[config.mk]
export PLATFORM = sky130hd
export DESIGN_NAME = smart_gate_controller_p_flat
export DESIGN_NICKNAME = d
export VERILOG_FILES = /design/src/rtl/smart_gate_controller_p_if.sv /design/src/rtl/smart_gate_controller_p.sv /design/src/flat_wrapper.sv
export SDC_FILE = /design/constraint.sdc
export NUM_CORES = 1
export LEC_CHECK = 0
export CORE_MARGIN = 2
export CORE_UTILIZATION = 52
export CTS_CLUSTER_DIAMETER = 60
export DETAILED_ROUTE_END_ITERATION = 12
export GPL_ROUTABILITY_DRIVEN = 1
export GPL_TIMING_DRIVEN = 0
export PLACE_DENSITY = 0.84
export SETUP_SLACK_MARGIN = 0.2
export SLEW_MARGIN = 20
export SYNTH_ARGS = -nofsm -noshare
export SYNTH_HDL_FRONTEND = slang
export SYNTH_SLANG_ARGS = --single-unit
[constraint.sdc]
create_clock -name clk_i -period 2.6 [get_ports clk_i]
set_input_delay 0.39 -clock clk_i [delete_from_list [all_inputs] [get_ports clk_i]]
set_output_delay 0.39 -clock clk_i [all_outputs]
set_load 0.03 [all_outputs]
[src/rtl/smart_gate_controller_p_if.sv]
// Lane-side bundle for the smart gate controller: sensor/payment inputs, barrier commands,
// traffic lights and lot counters.
interface smart_gate_controller_p_if #(
   parameter int unsigned CNT_W = 8
);
   logic             car_i;
   logic             pay_ok_i;
   logic             clear_i;
   logic             exit_i;
   logic             cnt_reset_i;
   logic             gate_open_o;
   logic             gate_close_o;
   logic             red_o;
   logic             yellow_o;
   logic             green_o;
   logic             abort_o;
   logic             full_o;
   logic [CNT_W-1:0] car_count_o;
   logic [CNT_W-1:0] occupancy_o;

   modport slave (
      input  car_i, pay_ok_i, clear_i, exit_i, cnt_reset_i,
      output gate_open_o, gate_close_o, red_o, yellow_o, green_o, abort_o, full_o,
      output car_count_o, occupancy_o
   );

   modport master (
      output car_i, pay_ok_i, clear_i, exit_i, cnt_reset_i,
      input  gate_open_o, gate_close_o, red_o, yellow_o, green_o, abort_o, full_o,
      input  car_count_o, occupancy_o
   );
endinterface

[src/rtl/smart_gate_controller_p.sv]
// Single-lane barrier controller with programmable phase lengths, clear-wait abort and lot
// occupancy tracking. All state advances on the falling edge of clk_i.
module smart_gate_controller_p #(
   parameter int unsigned CNT_W         = 8,
   parameter int unsigned CAPACITY      = 200,
   parameter int unsigned PRE_OPEN_CYC  = 2,
   parameter int unsigned PASS_CYC      = 3,
   parameter int unsigned CLEAR_TIMEOUT = 16,
   parameter int unsigned TMR_W         = 8
) (
   input logic                      clk_i,
   input logic                      reset_i,
   smart_gate_controller_p_if.slave gate_if
);

   typedef enum logic [2:0] {
      StIdle, StPreOpen, StWaitClear, StOpenPulse, StPass, StPreClose, StClose, StAbort
   } state_e;

   localparam logic [CNT_W-1:0] CapVal      = CNT_W'(CAPACITY);
   localparam logic [CNT_W-1:0] CntMax      = '1;
   localparam logic [TMR_W-1:0] TmrMax      = '1;
   localparam logic [TMR_W-1:0] PreOpenLast = TMR_W'(PRE_OPEN_CYC - 1);
   localparam logic [TMR_W-1:0] PassLast    = TMR_W'(PASS_CYC - 1);
   localparam logic [TMR_W-1:0] ClearLast   = TMR_W'(CLEAR_TIMEOUT - 1);

   state_e           r_state_q, w_state_d;
   logic [TMR_W-1:0] r_tmr_q, w_tmr_d;
   logic [CNT_W-1:0] r_count_q, w_count_d;
   logic [CNT_W-1:0] r_occ_q, w_occ_d;
   logic             w_full;
   logic             w_admit;

   assign w_full  = (r_occ_q >= CapVal);
   assign w_admit = (r_state_q == StOpenPulse);

   always_comb begin
      w_state_d = r_state_q;
      case (r_state_q)
         StIdle:      if (gate_if.car_i && gate_if.pay_ok_i && !w_full) w_state_d = StPreOpen;
         StPreOpen:   if (r_tmr_q == PreOpenLast) w_state_d = StWaitClear;
         StWaitClear: begin
            // clear_i takes precedence over the timeout on the final cycle
            if (gate_if.clear_i)             w_state_d = StOpenPulse;
            else if (r_tmr_q == ClearLast)   w_state_d = StAbort;
         end
         StOpenPulse: w_state_d = StPass;
         StPass:      if (r_tmr_q == PassLast) w_state_d = StPreClose;
         StPreClose:  w_state_d = StClose;
         StClose:     w_state_d = StIdle;
         StAbort:     w_state_d = StIdle;
         default:     w_state_d = StIdle;
      endcase
   end

   always_comb begin
      w_tmr_d = r_tmr_q;
      if (w_state_d != r_state_q) w_tmr_d = '0;
      else if (r_tmr_q != TmrMax) w_tmr_d = r_tmr_q + TMR_W'(1);
   end

   always_comb begin
      w_count_d = r_count_q;
      if (gate_if.cnt_reset_i)                   w_count_d = '0;
      else if (w_admit && (r_count_q != CntMax)) w_count_d = r_count_q + CNT_W'(1);
   end

   // Simultaneous entry and exit cancel; the entry side still clamps at capacity.
   always_comb begin
      w_occ_d = r_occ_q;
      if (w_admit && !gate_if.exit_i) begin
         if (r_occ_q < CapVal) w_occ_d = r_occ_q + CNT_W'(1);
      end else if (!w_admit && gate_if.exit_i && (r_occ_q != '0)) begin
         w_occ_d = r_occ_q - CNT_W'(1);
      end
   end

   always_ff @(negedge clk_i) begin
      if (reset_i) begin
         r_state_q <= StIdle;
         r_tmr_q   <= '0;
         r_count_q <= '0;
         r_occ_q   <= '0;
      end else begin
         r_state_q <= w_state_d;
         r_tmr_q   <= w_tmr_d;
         r_count_q <= w_count_d;
         r_occ_q   <= w_occ_d;
      end
   end

   always_comb begin
      gate_if.red_o        = 1'b0;
      gate_if.yellow_o     = 1'b0;
      gate_if.green_o      = 1'b0;
      gate_if.gate_open_o  = 1'b0;
      gate_if.gate_close_o = 1'b0;
      gate_if.abort_o      = 1'b0;
      case (r_state_q)
         StIdle:      gate_if.red_o = 1'b1;
         StPreOpen:   gate_if.yellow_o = 1'b1;
         StWaitClear: gate_if.yellow_o = 1'b1;
         StOpenPulse: begin
            gate_if.green_o     = 1'b1;
            gate_if.gate_open_o = 1'b1;
         end
         StPass:      gate_if.green_o = 1'b1;
         StPreClose:  gate_if.yellow_o = 1'b1;
         StClose: begin
            gate_if.red_o        = 1'b1;
            gate_if.gate_close_o = 1'b1;
         end
         StAbort: begin
            gate_if.red_o   = 1'b1;
            gate_if.abort_o = 1'b1;
         end
         default:     gate_if.red_o = 1'b1;
      endcase
   end

   assign gate_if.full_o      = w_full;
   assign gate_if.car_count_o = r_count_q;
   assign gate_if.occupancy_o = r_occ_q;

endmodule

[src/flat_wrapper.sv]
// flat-port wrapper written by rule: the top's interface ports become plain ports
module smart_gate_controller_p_flat 
#(
   parameter int unsigned CNT_W         = 8,
   parameter int unsigned CAPACITY      = 200,
   parameter int unsigned PRE_OPEN_CYC  = 2,
   parameter int unsigned PASS_CYC      = 3,
   parameter int unsigned CLEAR_TIMEOUT = 16,
   parameter int unsigned TMR_W         = 8
)
  (clk_i, reset_i, gate_if_car_i, gate_if_pay_ok_i, gate_if_clear_i, gate_if_exit_i, gate_if_cnt_reset_i, gate_if_gate_open_o, gate_if_gate_close_o, gate_if_red_o, gate_if_yellow_o, gate_if_green_o, gate_if_abort_o, gate_if_full_o, gate_if_car_count_o, gate_if_occupancy_o);
  smart_gate_controller_p_if #(.CNT_W(CNT_W)) gate_if_i ();
  input logic clk_i;
  input logic reset_i;
  input wire logic [$bits(gate_if_i.car_i)-1:0] gate_if_car_i;
  input wire logic [$bits(gate_if_i.pay_ok_i)-1:0] gate_if_pay_ok_i;
  input wire logic [$bits(gate_if_i.clear_i)-1:0] gate_if_clear_i;
  input wire logic [$bits(gate_if_i.exit_i)-1:0] gate_if_exit_i;
  input wire logic [$bits(gate_if_i.cnt_reset_i)-1:0] gate_if_cnt_reset_i;
  output wire logic [$bits(gate_if_i.gate_open_o)-1:0] gate_if_gate_open_o;
  output wire logic [$bits(gate_if_i.gate_close_o)-1:0] gate_if_gate_close_o;
  output wire logic [$bits(gate_if_i.red_o)-1:0] gate_if_red_o;
  output wire logic [$bits(gate_if_i.yellow_o)-1:0] gate_if_yellow_o;
  output wire logic [$bits(gate_if_i.green_o)-1:0] gate_if_green_o;
  output wire logic [$bits(gate_if_i.abort_o)-1:0] gate_if_abort_o;
  output wire logic [$bits(gate_if_i.full_o)-1:0] gate_if_full_o;
  output wire logic [$bits(gate_if_i.car_count_o)-1:0] gate_if_car_count_o;
  output wire logic [$bits(gate_if_i.occupancy_o)-1:0] gate_if_occupancy_o;
  assign gate_if_i.car_i = gate_if_car_i;
  assign gate_if_i.pay_ok_i = gate_if_pay_ok_i;
  assign gate_if_i.clear_i = gate_if_clear_i;
  assign gate_if_i.exit_i = gate_if_exit_i;
  assign gate_if_i.cnt_reset_i = gate_if_cnt_reset_i;
  assign gate_if_gate_open_o = gate_if_i.gate_open_o;
  assign gate_if_gate_close_o = gate_if_i.gate_close_o;
  assign gate_if_red_o = gate_if_i.red_o;
  assign gate_if_yellow_o = gate_if_i.yellow_o;
  assign gate_if_green_o = gate_if_i.green_o;
  assign gate_if_abort_o = gate_if_i.abort_o;
  assign gate_if_full_o = gate_if_i.full_o;
  assign gate_if_car_count_o = gate_if_i.car_count_o;
  assign gate_if_occupancy_o = gate_if_i.occupancy_o;
  smart_gate_controller_p #(.CNT_W(CNT_W), .CAPACITY(CAPACITY), .PRE_OPEN_CYC(PRE_OPEN_CYC), .PASS_CYC(PASS_CYC), .CLEAR_TIMEOUT(CLEAR_TIMEOUT), .TMR_W(TMR_W)) u_core (.clk_i(clk_i), .reset_i(reset_i), .gate_if(gate_if_i));
endmodule
# After elaboration in Yosys (flattened, before gate mapping)
# Cells that the tools add are included.
[classes] addsub=4 order_cmp=2 n_eq_ne=14 muxes=15 reduce_logical=19
[op_table] op="adder 8 x 1 -> 8 bit, second input constant" n=3
[op_table] op="2-to-1 mux 8 bit" n=3
[op_table] op="one-hot mux 3 bit (7 select lines)" n=1
[op_table] op="!= test 8 bit, second input constant" n=2
[op_table] op="2-to-1 mux 3 bit" n=5
[op_table] op="== test 3 bit, second input constant" n=4
[op_table] op="== test 8 x 1 -> 1 bit, second input constant" n=1
[op_table] op="== test 8 x 2 -> 1 bit, second input constant" n=1
[op_table] op="== test 8 x 4 -> 1 bit, second input constant" n=1
[op_table] op="greater-or-equal comparator 8 bit, second input constant" n=1
[op_table] op="less-than comparator 8 bit, second input constant" n=1
[op_table] op="nonzero test 8 bit" n=1
[op_table] op="OR reduction 2 bit" n=4
[op_table] op="subtractor 8 x 1 -> 8 bit, second input constant" n=1
[op_table] op="== test 3 x 2 -> 1 bit, second input constant" n=2
[op_table] op="logical AND 1 bit" n=6
[op_table] op="2-to-1 mux 1 bit" n=6
[op_table] op="OR reduction 3 bit" n=2
[op_table] op="== test 3 x 1 -> 1 bit, second input constant" n=1
[op_table] op="logical NOT 1 bit" n=3
[op_table] op="logical NOT 3 bit" n=1
[op_table] op="!= test 3 bit" n=1
[op_table] op="!= test 2 bit, second input constant" n=1
[op_table] op="AND reduction 2 bit" n=1
[op_table] op="nonzero test 2 bit" n=1
[word_totals] register_bits=27 inputBits=7 out_inout_bits=23 wordCells=58

# Depth between registers and ports, before layout
# Gate-level depths: netlist of run 1.
[logic_depth] word_depth=7 depth_mapped=9

==> results of run 1 <==
[worst max-delay path by stage]
stage	endpoint	cells after the start	startpoint
floorplan	u_core.gate_if.occupancy_o[7]	7	gate_if_exit_i
global placement	u_core.gate_if.occupancy_o[7]	8	gate_if_exit_i
detailed placement	u_core.gate_if.occupancy_o[7]	8	gate_if_exit_i
CTS	gate_if_yellow_o	4	u_core.r_state_q[0]
global route	gate_if_yellow_o	4	u_core.r_state_q[0]
finish	gate_if_yellow_o	4	u_core.r_state_q[0]
[synth_stat cells, types with 4 or more instances]
cell type	number	area share (%)
xnor2_1	7	3.7
a21oi_1	10	3.0
a21o_1	4	1.8
ha_1	10	7.6
o21ai_0	8	2.4
nor2_1	22	5.0
nand2_1	13	3.0
nand3_1	9	2.7
inv_1	8	1.8
a31oi_1	5	1.9
o211ai_1	4	1.8
or3_1	4	1.5
xor2_1	6	3.2
dfxtp_1	27	33
[state kept, by name, indices dropped and copies added (netlist names)]
name                        cells
u_core.r_tmr_q                  8
u_core.r_state_q                3
u_core.gate_if.occupancy_o      8
u_core.gate_if.car_count_o      8
[layer usage]
metal	part of all wire, %	global-route usage (%)	vias to the layer above
met5	0	0	-
met4	4.4	12.1	0
met3	6.9	8.96	38
met2	50	52.0	133
met1	39	37.3	982
li1	-	-	906
[cells by family (layout without fill, tap and decap cells)]
kind of cell / Yosys count / after routing
and+or+nand+nor: 79 / 79
AOI/OAI and AO/OA: 48 / 48
DFF: 27 / 27
buffers and inverters: 14 / 108
xor gates and xnor gates: 13 / 13
adders and majority gates: 11 / 11
muxes: 2 / 2
[layout make-up]
type / count / area (um^2) / area share (%)
multi-input combinational: 153 / 1280 / 46.3
timing repair buffer: 64 / 607 / 21.9
sequential: 27 / 597 / 21.5
clock inverter: 28 / 110 / 3.97
buffer: 6 / 62.6 / 2.25
tap: 44 / 55.1 / 1.98
inverter: 7 / 37.5 / 1.35
clock buffer: 3 / 22.5 / 0.812
[timing repair]
action                     4_1_cts  5_1_grt
pin swaps                       21       12
setup endpoints to repair       50       46
setup buffers                   25       10
hold buffers                     0        0
resized for setup              215       23
[worst max-delay path, stage by stage, from the launching register on]
cell and delay (ns):
dfxtp_2 0.34, buf_8 0.13, or3_4 0.41, o21ai_4 0.08, buf_6 0.15
[report_power, final]
part           internal (mW)  switching, mW
Combinational          0.852          0.893
Sequential             0.511         0.0975
Clock                  0.115          0.297
==> qor.csv, run 1 <==
metric,value,unit
kind of start point of the critical path,flop,
Rel. slew slack,56.4,%
IO Count,30,
hold path start,u_core.gate_if.occupancy_o[3],
MaxCap Viol Count,0,
average cell area after synthesis,8.53,um^2
main combinational cell family by area after synthesis,simple AND/OR/NAND/NOR gates,
largest net degree at the start of global routing,17,
RSZ-0062 raised after global routing,yes,
starting density of the core,54.6,%
Syn Nets,212,
Hold Fails Final Rpt,0,
synthesized instance count,194,
Core Footprint,0.00303,mm^2
CP endpoint kind,output port,
R2R cell count,10,
post-route DRC violation count,0,
PwrDens,997,mW/mm^2
Final Max Tran Viols,0,
gr ovfl total,0,
Synth cell types,47,
Tot GR Track Use,30.9,%
die height,60.4,um
mean routed wirelength per cell,20.8,um
post-synthesis simple-gate area fraction,25.9,%
FP Rows,20,
Fill cells,107,
"most common cell after layout, fill and taps aside",buf_6,
initial antenna violation count,0,
Worst VDD drop,0.635,mV
H-tree depth,1,
final core occ,91.7,%
Final Instance Area,0.00278,mm^2
mux share of post-synthesis cell area,1.21,%
Critical Path RT,2.21,ns
Ant. Diodes,0,
adder-cell share of the synthesized area,8.77,%
Worst-path clk slew,0.08,ns
failing checks,negative setup slack,
placed cells,267,
Final ANT Viol Nets,0,
final net count,307,
clock tree root buffer cell,clkbuf_4,
Post-synth EDFFs,0,
first-pass GRT wire length,8600,um
most frequent cells in the layout,"buf_6, inv_1, buf_4",
Die X,60.4,um
P&R area growth vs syn,67.8,%
die area,0.00365,mm^2
clock sinks,27,
Synth Area in XOR/XNOR,6.88,%
placed cell areas,0.00213,mm^2
setup slack after layout,-0.645,ns
Hold Crit Class,flop to flop,
Port Buffer Count,29,
Post-Route WL,6920,um
crit path DAT,2.85,ns
worst setup path category,flop to output port,
DRT iter0 DRCs,243,
TritonCTS clock tree,yes,
final hold slack,0.576,ns
"flops & latches, synth",27,
layout cells sized above 1,45.8,%
Final Wtd Congestion,0.902,
vias in the first global route,1920,
Slew @ Worst Pin,0.649,ns
routed vias,2059,
DP Wirelength,3000,um
Post-synth ARST share,0,%
status,"complete, but fails checks",
Layout Cells excl Fill,332,
overall power,2.77,mW
"critical path fanouts, max",7,
Worst R2R Start,u_core.r_state_q[2],
Clock Latency Late Sink,0.45,ns
Place WS,-1.20,ns
Clock Skews,0.0416,ns
setup TNS,-5.91,ns
Synth Cell Area,0.00165,mm^2
yosys warns,0,
clk buf depth,2,
Hold EP,u_core.gate_if.occupancy_o[3],
Final Setup Violations,19,
CTS Buf Count,3,
WHS Path Cells,2,
register area share after synthesis,32.7,%
total leakage power,1.22,nW
r2r endpoint,u_core.gate_if.occupancy_o[4],
Synth Flop Type,dfxtp_1,
router iterations before antenna repair,5,
DR vias/cell,6.20,
Worst R2R Setup Slack,-0.10,ns
Synth Area in Compound Gates,20.7,%
(Power assumes the default switching activity.)
==> inputs of run 2 (changes only) <==
--- a/config.mk
+++ b/config.mk
@@ -5,7 +5,6 @@
 export SDC_FILE = /design/constraint.sdc
 export NUM_CORES = 1
 export LEC_CHECK = 0
-export CORE_MARGIN = 2
 export CORE_UTILIZATION = 52
 export CTS_CLUSTER_DIAMETER = 60
 export DETAILED_ROUTE_END_ITERATION = 12
==> run 2 against run 1 <==
Net effect:
- the flow still finishes with violations (negative setup slack)
- core utilization decreased by 0.21 points
- non-clock buffer count down 1
- clock skew rose by 0.015 ns
- final cell count is 0.30% lower
- sequential share of layout area increased by 0.14 points
- via count is 4.9% lower
- critical path type unchanged
- largest cell class unchanged
==> qor.csv, run 2 (synthesis gave the netlist of run 1 again) <==
metric,value,unit
CP endpoint kind,output port,
post-route DRC violation count,0,
setup slack after layout,-0.642,ns
worst setup path category,flop to output port,
Slew @ Worst Pin,0.615,ns
P&R area growth vs syn,67.4,%
Hold Crit Class,flop to flop,
largest net degree at the start of global routing,15,
Clock Skews,0.0571,ns
Final Setup Violations,19,
most frequent cells in the layout,"buf_6, inv_1, buf_4",
r2r endpoint,u_core.gate_if.occupancy_o[7],
IO Count,30,
Rel. slew slack,58.6,%
final hold slack,0.584,ns
CTS Buf Count,3,
Port Buffer Count,29,
gr ovfl total,0,
Final ANT Viol Nets,0,
DR vias/cell,5.92,
Hold Fails Final Rpt,0,
Clock Latency Late Sink,0.46,ns
final net count,306,
Final Wtd Congestion,0.928,
H-tree depth,1,
die height,58.4,um
hold path start,u_core.gate_if.occupancy_o[4],
routed vias,1959,
Critical Path RT,2.21,ns
placed cell areas,0.00213,mm^2
overall power,2.70,mW
Post-Route WL,5960,um
starting density of the core,54.6,%
R2R cell count,10,
initial antenna violation count,0,
router iterations before antenna repair,5,
Worst R2R Start,u_core.r_state_q[2],
PwrDens,974,mW/mm^2
WHS Path Cells,2,
DRT iter0 DRCs,283,
Worst R2R Setup Slack,-0.02,ns
clock tree root buffer cell,clkbuf_4,
Worst VDD drop,0.531,mV
"critical path fanouts, max",6,
Die X,58.4,um
FP Rows,20,
clk buf depth,2,
Place WS,-1.21,ns
layout cells sized above 1,44.6,%
clock sinks,27,
setup TNS,-5.23,ns
MaxCap Viol Count,0,
DP Wirelength,3150,um
first-pass GRT wire length,8630,um
Ant. Diodes,0,
total leakage power,1.24,nW
Hold EP,u_core.gate_if.occupancy_o[4],
die area,0.00341,mm^2
Worst-path clk slew,0.06,ns
failing checks,negative setup slack,
Core Footprint,0.00303,mm^2
Tot GR Track Use,32.7,%
RSZ-0062 raised after global routing,yes,
crit path DAT,2.85,ns
vias in the first global route,1899,
Fill cells,112,
mean routed wirelength per cell,18.0,um
Final Instance Area,0.00277,mm^2
Final Max Tran Viols,0,
status,"complete, but fails checks",
kind of start point of the critical path,flop,
CTS hold repair buffers,0,
TritonCTS clock tree,yes,
-- run 2: how the worst max path moves through the flow --
stage / start / to / depth (start not counted)
after floorplan: gate_if_exit_i / u_core.gate_if.occupancy_o[7] / 7
after global placement: gate_if_exit_i / u_core.gate_if.occupancy_o[7] / 8
after detailed placement: gate_if_exit_i / u_core.gate_if.occupancy_o[7] / 8
after CTS: u_core.r_state_q[0] / gate_if_yellow_o / 4
after global routing: u_core.r_state_q[0] / gate_if_yellow_o / 4
final: u_core.r_state_q[1] / gate_if_yellow_o / 4
-- run 2: routing by layer --
layer | part of all wire [%] | vias up | track usage (%)
met5 | 0 | - | 0
met4 | 3.2 | 0 | 11.6
met3 | 7.5 | 26 | 7.03
met2 | 50 | 122 | 58.1
met1 | 39 | 916 | 38.8
li1 | - | 895 | -
-- run 2: critical path, cell delays in order, from the launching register on --
cell and delay, ns:
dfxtp_4 0.42, inv_2 0.09, or3_4 0.36, o21ai_4 0.09, buf_6 0.17
-- run 2: power by group --
part / total (mW) / leakage [nW] / internal [mW] / switching (mW)
clock: 0.388 / 0.163 / 0.110 / 0.278
combinational: 1.71 / 0.848 / 0.857 / 0.854
sequential: 0.597 / 0.232 / 0.510 / 0.0864
-- run 2: stage by stage --
step | std cells | util, %
5_1_grt | 331 | 91.4
4_1_cts | 321 | 86.7
6_report | 331 | 91.4
3_5_place_dp | 267 | 70.5
3_3_place_gp | 267 | 70.5
2_1_floorplan | 194 | -
-- run 2: final cells by class --
class / count / area (um^2) / share of cell area (%)
Tap cell: 44 / 55.1 / 1.99
Clock buffer: 3 / 22.5 / 0.813
Inverter: 7 / 36.3 / 1.31
Buffer: 6 / 58.8 / 2.12
Sequential cell: 27 / 599 / 21.6
Timing Repair Buffer: 63 / 599 / 21.6
Clock inverter: 28 / 105 / 3.80
Multi-Input combinational cell: 153 / 1290 / 46.7
-- run 2: what timing repair did --
| item | in CTS | in global routing |
|---|---|---|
| resized for setup | 231 | 14 |
| endpoints found under the setup margin | 50 | 40 |
| endpoints found under the hold margin | 0 | 0 |
| pin swaps | 26 | 16 |
| buffers inserted | 24 | 10 |
